===== config.mk =====
export PLATFORM = sky130hd
export DESIGN_NAME = uart_rx_fifo
export DESIGN_NICKNAME = d
export VERILOG_FILES = /design/src/rtl/uart_rx_fifo.sv
export SDC_FILE = /design/constraint.sdc
export NUM_CORES = 1
export LEC_CHECK = 0
export ABC_AREA = 1
export ABC_CLOCK_PERIOD_IN_PS = 2000
export CAP_MARGIN = 25
export CORE_ASPECT_RATIO = 0.7
export CORE_MARGIN = 3
export CORE_UTILIZATION = 39
export CTS_CLUSTER_SIZE = 25
export DETAILED_ROUTE_END_ITERATION = 12
export GPL_ROUTABILITY_DRIVEN = 0
export RECOVER_POWER = 25
export SYNTH_ARGS = -nofsm -noshare
export SYNTH_HDL_FRONTEND = slang
export SYNTH_SLANG_ARGS = --single-unit

===== constraint.sdc =====
create_clock -name clk -period 2 [get_ports clk]
set_input_delay 0.4 -clock clk [delete_from_list [all_inputs] [get_ports clk]]
set_output_delay 0.4 -clock clk [all_outputs]
set_load 0.05 [all_outputs]

===== src/rtl/uart_rx_fifo.sv =====
// uart_rx_fifo: receive buffer behind the UART receiver.
// Each completed character is captured on the receiver's one-cycle rx_new
// strobe, together with its parity and frame error flags. The characters sit
// in a first-word-fall-through FIFO, and the consumer reads them over a
// valid/ready handshake.
//
// Ports:
//   clk, rst_n                  clock, asynchronous active-low reset
//   rx_data, rx_err_parity,
//   rx_err_frame, rx_new        character input from the receiver (push on rx_new)
//   rd_valid, rd_ready          consumer handshake (pop on rd_valid & rd_ready)
//   rd_data, rd_err_parity,
//   rd_err_frame                head entry (valid only while rd_valid=1)
//   level, almost_full          fill level, and level >= AF_LEVEL
//   overrun, overrun_clr        sticky lost-character flag and its clear pulse
//   drop_cnt                    errored characters discarded (DROP_ERR=1), saturating
module uart_rx_fifo #(
  parameter int unsigned DEPTH_LOG2 = 4,
  parameter int unsigned AF_LEVEL   = 12,
  parameter int unsigned DROP_ERR   = 0
) (
  input  logic                  clk,
  input  logic                  rst_n,
  input  logic [7:0]            rx_data,
  input  logic                  rx_err_parity,
  input  logic                  rx_err_frame,
  input  logic                  rx_new,
  output logic                  rd_valid,
  input  logic                  rd_ready,
  output logic [7:0]            rd_data,
  output logic                  rd_err_parity,
  output logic                  rd_err_frame,
  output logic [DEPTH_LOG2:0]   level,
  output logic                  almost_full,
  output logic                  overrun,
  input  logic                  overrun_clr,
  output logic [7:0]            drop_cnt
);

  localparam int unsigned DEPTH = 1 << DEPTH_LOG2;
  localparam logic [DEPTH_LOG2:0] DEPTH_LVL = DEPTH[DEPTH_LOG2:0];
  localparam logic [DEPTH_LOG2:0] AF_LVL    = AF_LEVEL[DEPTH_LOG2:0];

  // Each entry is {frame_err, parity_err, data[7:0]}
  logic [9:0]            mem_q [DEPTH];
  logic [9:0]            head;
  logic [DEPTH_LOG2-1:0] wptr_q, wptr_d;
  logic [DEPTH_LOG2-1:0] rptr_q, rptr_d;
  logic [DEPTH_LOG2:0]   level_q, level_d;
  logic                  overrun_q, overrun_d;
  logic [7:0]            drop_cnt_q, drop_cnt_d;

  logic full;
  logic pop;
  logic drop;
  logic push_req;
  logic accept;

  always_comb begin
    full     = (level_q == DEPTH_LVL);
    pop      = rd_valid & rd_ready;
    drop     = rx_new & (DROP_ERR != 0) & (rx_err_parity | rx_err_frame);
    push_req = rx_new & ~drop;
    // When full, a same-cycle pop frees the slot the write pointer aims at.
    accept   = push_req & (~full | pop);
  end

  always_comb begin
    wptr_d     = accept ? wptr_q + DEPTH_LOG2'(1) : wptr_q;
    rptr_d     = pop    ? rptr_q + DEPTH_LOG2'(1) : rptr_q;
    level_d    = level_q;
    unique case ({accept, pop})
      2'b10:   level_d = level_q + (DEPTH_LOG2 + 1)'(1);
      2'b01:   level_d = level_q - (DEPTH_LOG2 + 1)'(1);
      default: level_d = level_q;
    endcase
    // A new loss takes priority over a clear in the same cycle.
    if (push_req && full && !pop) begin
      overrun_d = 1'b1;
    end else if (overrun_clr) begin
      overrun_d = 1'b0;
    end else begin
      overrun_d = overrun_q;
    end
    drop_cnt_d = (drop && (drop_cnt_q != '1)) ? drop_cnt_q + 8'd1 : drop_cnt_q;
  end

  always_ff @(posedge clk or negedge rst_n) begin
    if (!rst_n) begin
      wptr_q     <= '0;
      rptr_q     <= '0;
      level_q    <= '0;
      overrun_q  <= 1'b0;
      drop_cnt_q <= '0;
    end else begin
      wptr_q     <= wptr_d;
      rptr_q     <= rptr_d;
      level_q    <= level_d;
      overrun_q  <= overrun_d;
      drop_cnt_q <= drop_cnt_d;
    end
  end

  // Storage needs no reset; only entries below level are ever presented.
  // A write never targets the head slot while it is still being presented,
  // so rd_data is stable while the consumer stalls.
  always_ff @(posedge clk) begin
    if (accept) begin
      mem_q[wptr_q] <= {rx_err_frame, rx_err_parity, rx_data};
    end
  end

  assign head          = mem_q[rptr_q];
  assign rd_valid      = (level_q != '0);
  assign rd_data       = head[7:0];
  assign rd_err_parity = head[8];
  assign rd_err_frame  = head[9];
  assign level         = level_q;
  assign almost_full   = (level_q >= AF_LVL);
  assign overrun       = overrun_q;
  assign drop_cnt      = drop_cnt_q;

endmodule


# --- After elaboration in Yosys (flattened, before gate mapping) ---
# Memories as Yosys holds them, arrays and structs flattened.
# Index checks and enable logic that the tools add are counted.
classes:
  n_eq_ne: 3
  magnitude_cmp: 1
  muxes: 5
  reduce_logical: 6
  add_sub_neg: 4
  n_bitwise: 4
op_table:
  columns: ["cell", "count"]
  rows:
  - ["$pmux 5 s2", 1]
  - ["$add 4x1->4 const B", 2]
  - ["$add 5x1->5 const B", 1]
  - ["$eq 5x5->1 const B", 1]
  - ["$ge 5x4->1 const B", 1]
  - ["$reduce_bool 5->1", 1]
  - ["$sub 5x1->5 const B", 1]
  - ["$mux 1", 4]
  - ["$reduce_bool 2->1", 2]
  - ["$and 1x1->1", 2]
  - ["$eq 2x1->1 const B", 1]
  - ["$eq 2x2->1 const B", 1]
  - ["$logic_and 1x1->1", 2]
  - ["$logic_not 1->1", 1]
  - ["$not 1->1", 1]
  - ["$or 1x1->1", 1]
totals:
  input_bits: 15
  out_inout_bits: 26
  register_bits: 14
  ram_bits: 160
  mem_count: 1
  wordCells: 28
memory_table:
  columns: ["name", "depth", "width", "read_ports", "rd_ports_with_merged_regs", "write_ports", "line_no", "rtl"]
  rows:
  - ["mem_q", 16, 10, 1, 0, 1, "45", "logic [9:0] mem_q [DEPTH];"]

# --- Logic depth before layout (Yosys ltp) ---
depth:
  ltp_word: 6
  mapped_depth: 18

# --- Least setup slack after synthesis ---
# No wires, ideal clock.
synth_path:
  path_kind: "reg2reg"
  start: "reg level_q[4], in the netlist level[4]"
  end: "reg level_q[4], in the netlist level[4]"
  arrival_time_ns: 2.689
  path_stages_with_launch: 18
  required_ns: 1.882
  n_path_buf: 1
  slack_ns: -0.807
  cell_sequence: "dfrtp_1 inv_1 nand4_2 nand2_4 nand2_4 nand2_2 buf_4 ha_1 inv_1 nand2_1 nand2_1 ha_1 inv_1 nand2_1 nand3_1 nand3_1 nand3_1 nand2_1"
synth_between:
  elab_chain_cells: 6
  word_cells_on_any_way: 12
  cone_classes: "2 x add/sub; 3 x eq/ne; 1 x mux; 4 x bitwise; 2 x reduce/logical"
synth_rtl:
  columns: ["element", "line_no", "rtl"]
  rows:
  - ["start, declared", "49", "logic [DEPTH_LOG2:0] level_q, level_d;"]
  - ["start signal, assigned", "98", "level_q <= level_d;"]
  - ["$reduce_bool 5->1 *", "114", "assign rd_valid = (level_q != '0);"]
  - ["net rd_valid", "28", "output logic rd_valid,"]
  - ["$and 1x1->1 *", "61", "pop = rd_valid & rd_ready;"]
  - ["$or 1x1->1", "65", "accept = push_req & (~full | pop);"]
  - ["$and 1x1->1", "65", null]
  - ["$eq 2x1->1 or $eq 2x2->1 (tied branches)", "72", "unique case ({accept, pop})"]
  - ["$pmux 5 s2 or $reduce_bool 2->1 (tied branches)", null, null]
# Mark *: on every way through the listed nets, which the timed path passes. The rest lies on a longest branch.
# A chain may end at the register's enable or synchronous reset.

# --- Final worst setup path ---
layout_path:
  start: "reg rptr_q[0]"
  end: "out rd_data[0]"
layout_between:
  elab_chain_cells: 1
layout_rtl:
  columns: ["element", "line_no", "rtl"]
  rows:
  - ["start, declared", "48", "logic [DEPTH_LOG2-1:0] rptr_q, rptr_d;"]
  - ["start signal, assigned", "97", "rptr_q <= rptr_d;"]
  - ["$mem_v2 16x10", null, null]
  - ["end, declared", "30", "output logic [7:0] rd_data,"]
# Every way passes these cells.

==> results.sh <==
export IMPL_io_pins=41
export IMPL_drive_gt1_share_pct=25.4
export IMPL_cts_hold_buffers=0
export IMPL_max_cap_violations=0
export IMPL_layout_common_cells="160 x edfxtp_1, 145 x nand2_1, 61 x nor2_1, 41 x buf_4"
export IMPL_overflow=0
export IMPL_worstMarginPinSlew_ps=942
export IMPL_min_path_type="flop to flop"
export IMPL_grt_first_pass_wirelength_mm=26.8
export IMPL_root_buffer="clkbuf_16"
export IMPL_wl_met3_mm=1.22
export IMPL_layout_setup_ws_ps=-354
export IMPL_p_seq_share_pct=29.7
export IMPL_grt_max_degree=44
export IMPL_synth_top_family_by_area="simple AND/OR/NAND/NOR gates"
export IMPL_die_x_um=171
export IMPL_criticalPathCategory="flop to output pin"
export IMPL_crit_chain="buf_12, clkbuf_16, a21oi_2, o21ai_1, o211ai_1, nand2_1, nand2_1, buf_6"
export IMPL_synth_area_leaders="edfxtp_1 65%, nand2_1 8.2%, dfrtp_1 4.7%, nor2_1 3.7%, o21ai_0 3.0%"
export IMPL_critPathCaptureType="output pin"
export IMPL_failed_checks="setup timing"
export IMPL_synth_mux_area_share_pct=0
export IMPL_cp_num_buf_inv=3
export IMPL_slew_viol_final=0
export IMPL_ir_drop_uv=1380
export IMPL_vias=5090
export IMPL_n_antenna_cell=0
export IMPL_cp_common_cell="nand2_1"
export IMPL_crit_fanout=7
export IMPL_clock_path_buffers=2
export IMPL_yosysSeqAreaShare_pct=69.3
export IMPL_fin_skew_ps=6.27
export IMPL_core_area_um2=18400
export IMPL_initialDrtViolationCount=405
export IMPL_ant_nets=0
export IMPL_synth_top_cell_by_area="edfxtp_1"
export IMPL_hold_violations=0
export IMPL_outcome="complete, but fails checks"
export IMPL_cp_start_kind="flop"
export IMPL_drt_vias_per_instance=5.17
export IMPL_wirelength_met1_mm=8.30
export IMPL_nets=759
export IMPL_clock_latency_ps=420
export IMPL_crit_arrival_ps=1950
export IMPL_dr_pass1_iters=4
export IMPL_cts_buffers=17
export IMPL_dp_slack_ps=-266
export IMPL_rsz0062_at_grt="yes"
export IMPL_swShare_pct=39.9
export IMPL_die_area_um2=20800
export IMPL_path_delay_family="buffers and inverters"
export IMPL_synthXorXnorAreaFrac_pct=0.942
export IMPL_rows=41
export IMPL_power_frac_clock_pct=20.6
export IMPL_period_minus_slack_ps=2350
export IMPL_grt_pass1_vias=4896
export IMPL_required_ps=1600
export IMPL_avgSynthCellArea_um2=11.5
export IMPL_synth_seq_cells=174
export IMPL_leakagePower_nw=3.61
export IMPL_crit_slowest_cell="dfrtp_2"
export IMPL_synthSimpleGateAreaFrac_pct=15.0
export IMPL_yosysTopAreaCellShare_pct=64.6
export IMPL_stdcell_count=985
export IMPL_synthCells=649
export IMPL_yosysWarnings=0
export IMPL_die_h_um=122
export IMPL_final_common_cell="edfxtp_1"
export IMPL_yosys_cell_types_count=28
export IMPL_antenna_found_initial=0
export IMPL_area_growth_pct=29.8
export IMPL_setup_viol_count_final=11
export IMPL_power_frac_comb_pct=49.6
export IMPL_top_layer="met4"
export IMPL_placedCellCount=929
export IMPL_clkSinkCount=174
export IMPL_cts_htree_levels=4
export IMPL_synthAdderAreaFrac_pct=1.35
export IMPL_slowest_delay_ps=510
export IMPL_met2_length_mm=8.78
export IMPL_tritoncts="yes"
export IMPL_p_int_mw=9.32
export IMPL_maxSlewHeadroom_pct=37.2
export IMPL_max_freq_mhz=425
export IMPL_drc_errors=0
export IMPL_wirelength_mm=18.5
export IMPL_clkSlewWorstSetupHoldPaths_ps=60
export IMPL_avgRoutedWirePerCell_um=18.7
export IMPL_utilization_pct=52.6
export IMPL_dp_hpwl_mm=10.6
export IMPL_initial_core_util_pct=40.5
export IMPL_p_switching_mw=6.18
export IMPL_fin_crit_sh_pct=118
export IMPL_p_per_area_nw_per_um2=1610
export IMPL_synth_compound_area_share_pct=8.11
export IMPL_grt_usage_pct=17.3
export IMPL_netlist_area_um2=7440
export IMPL_io_buffers=32
-- state kept, by name (all words and copies together) (netlist names) --
| name | flops |
|---|---|
| mem_q | 160 |
| overrun | 1 |
| rptr_q | 4 |
| level | 5 |
| wptr_q | 4 |
-- worst register-to-register path: stages (launching register included) --
cell and delay (ps):
dfrtp_2 420, nor2_4 170, nand3_2 100, nor2_4 130, nand2_4 70, nand2_4 80, ha_4 180, inv_4 50
nand2_4 60, nand2_4 60, ha_4 160, inv_2 50, nand2_2 50, buf_6 120, xnor2_2 120, o21ai_1 110
-- metal layers --
| layer | vias up | track usage (%) |
|---|---|---|
| li1 | 2406 | - |
| met1 | 2499 | 23.6 |
| met2 | 171 | 28.2 |
| met3 | 14 | 4.44 |
| met4 | 0 | 3.77 |
| met5 | - | 0 |
-- cells by family (layout without fill, tap and decap cells) --
logic type,count (synthesis),in the layout
flip-flops,174,174
other,1,8
adder cells (fa/ha/maj),8,8
buffers and inverters,71,164
AND/OR/NAND/NOR,277,277
AO/OA/AOI/OAI,110,110
XOR/XNOR,8,8
-- synth_stat cells --
library cell,instances
clkbuf_1,8
a21boi_0,1
inv_2,1
inv_4,1
o21ai_1,4
o211ai_1,20
nor2_1,74
buf_6,6
xor2_1,5
xnor2_1,3
buf_2,9
edfxtp_1,160
buf_8,1
buf_1,1
conb_1,1
nand2_2,2
o21ai_0,44
nor2_2,3
nand4_2,1
inv_1,29
dfrtp_1,14
nand2_4,2
nand3_1,33
buf_4,14
a21oi_1,41
ha_1,8
clkbuf_2,1
nand2_1,162
-- per-stage QoR --
| step | hold WS (ps) | setup TNS [ps] | power (mW) | cell area [µm²] |
|---|---|---|---|---|
| 6_report | 527 | -3290 | 15.5 | 9660 |
| 5_1_grt | 541 | -4390 | 16.3 | 9660 |
| 4_1_cts | 287 | -3180 | 14.6 | 9270 |
| 3_5_place_dp | 517 | -2960 | 10.4 | 8350 |
| 3_3_place_gp | 516 | -415 | 10.3 | 8350 |
| 2_1_floorplan | 104 | -13270 | 8.53 | 7530 |
-- final cells by class --
type	instances	area, µm²
fill	1529	8710
sequential	174	5160
multi-input combinational	411	2170
timing repair buffer	101	1320
clock buffer	19	433
tap	236	295
clock inverter	13	141
inverter	31	126
-- repair_timing --
item,4_1_cts,5_1_grt
buffers inserted,6,5
pin swaps,18,32
cloned,3,10
resized for setup,63,45
setup endpoints to repair,12,15
-- power by group through the flow --
stage | combinational [mW] | clock [mW] | sequential (mW)
floorplan | 3.73 | 0 | 4.80
global placement | 5.70 | 0 | 4.63
global route | 8.21 | 3.43 | 4.64
finish | 7.69 | 3.20 | 4.61
detailed placement | 5.79 | 0 | 4.65
CTS | 6.74 | 3.25 | 4.59
-- final timing paths --
kind	startpoint	end	slack, ps	cells after the start
min reg2reg	rptr_q[2]$_DFFE_PN0P_	rptr_q[2]$_DFFE_PN0P_	530	1
max in group asynchronous	rst_n	level[4]$_DFFE_PN0P_	730	2
min	rptr_q[2]$_DFFE_PN0P_	rptr_q[2]$_DFFE_PN0P_	530	1
min in group asynchronous	rst_n	wptr_q[0]$_DFFE_PN0P_	630	2
max	rptr_q[0]$_DFFE_PN0P_	rd_data[0]	-350	8
max reg2reg	level[2]$_DFFE_PN0P_	level[2]$_DFFE_PN0P_	0	15
(Power assumes the default switching activity.)
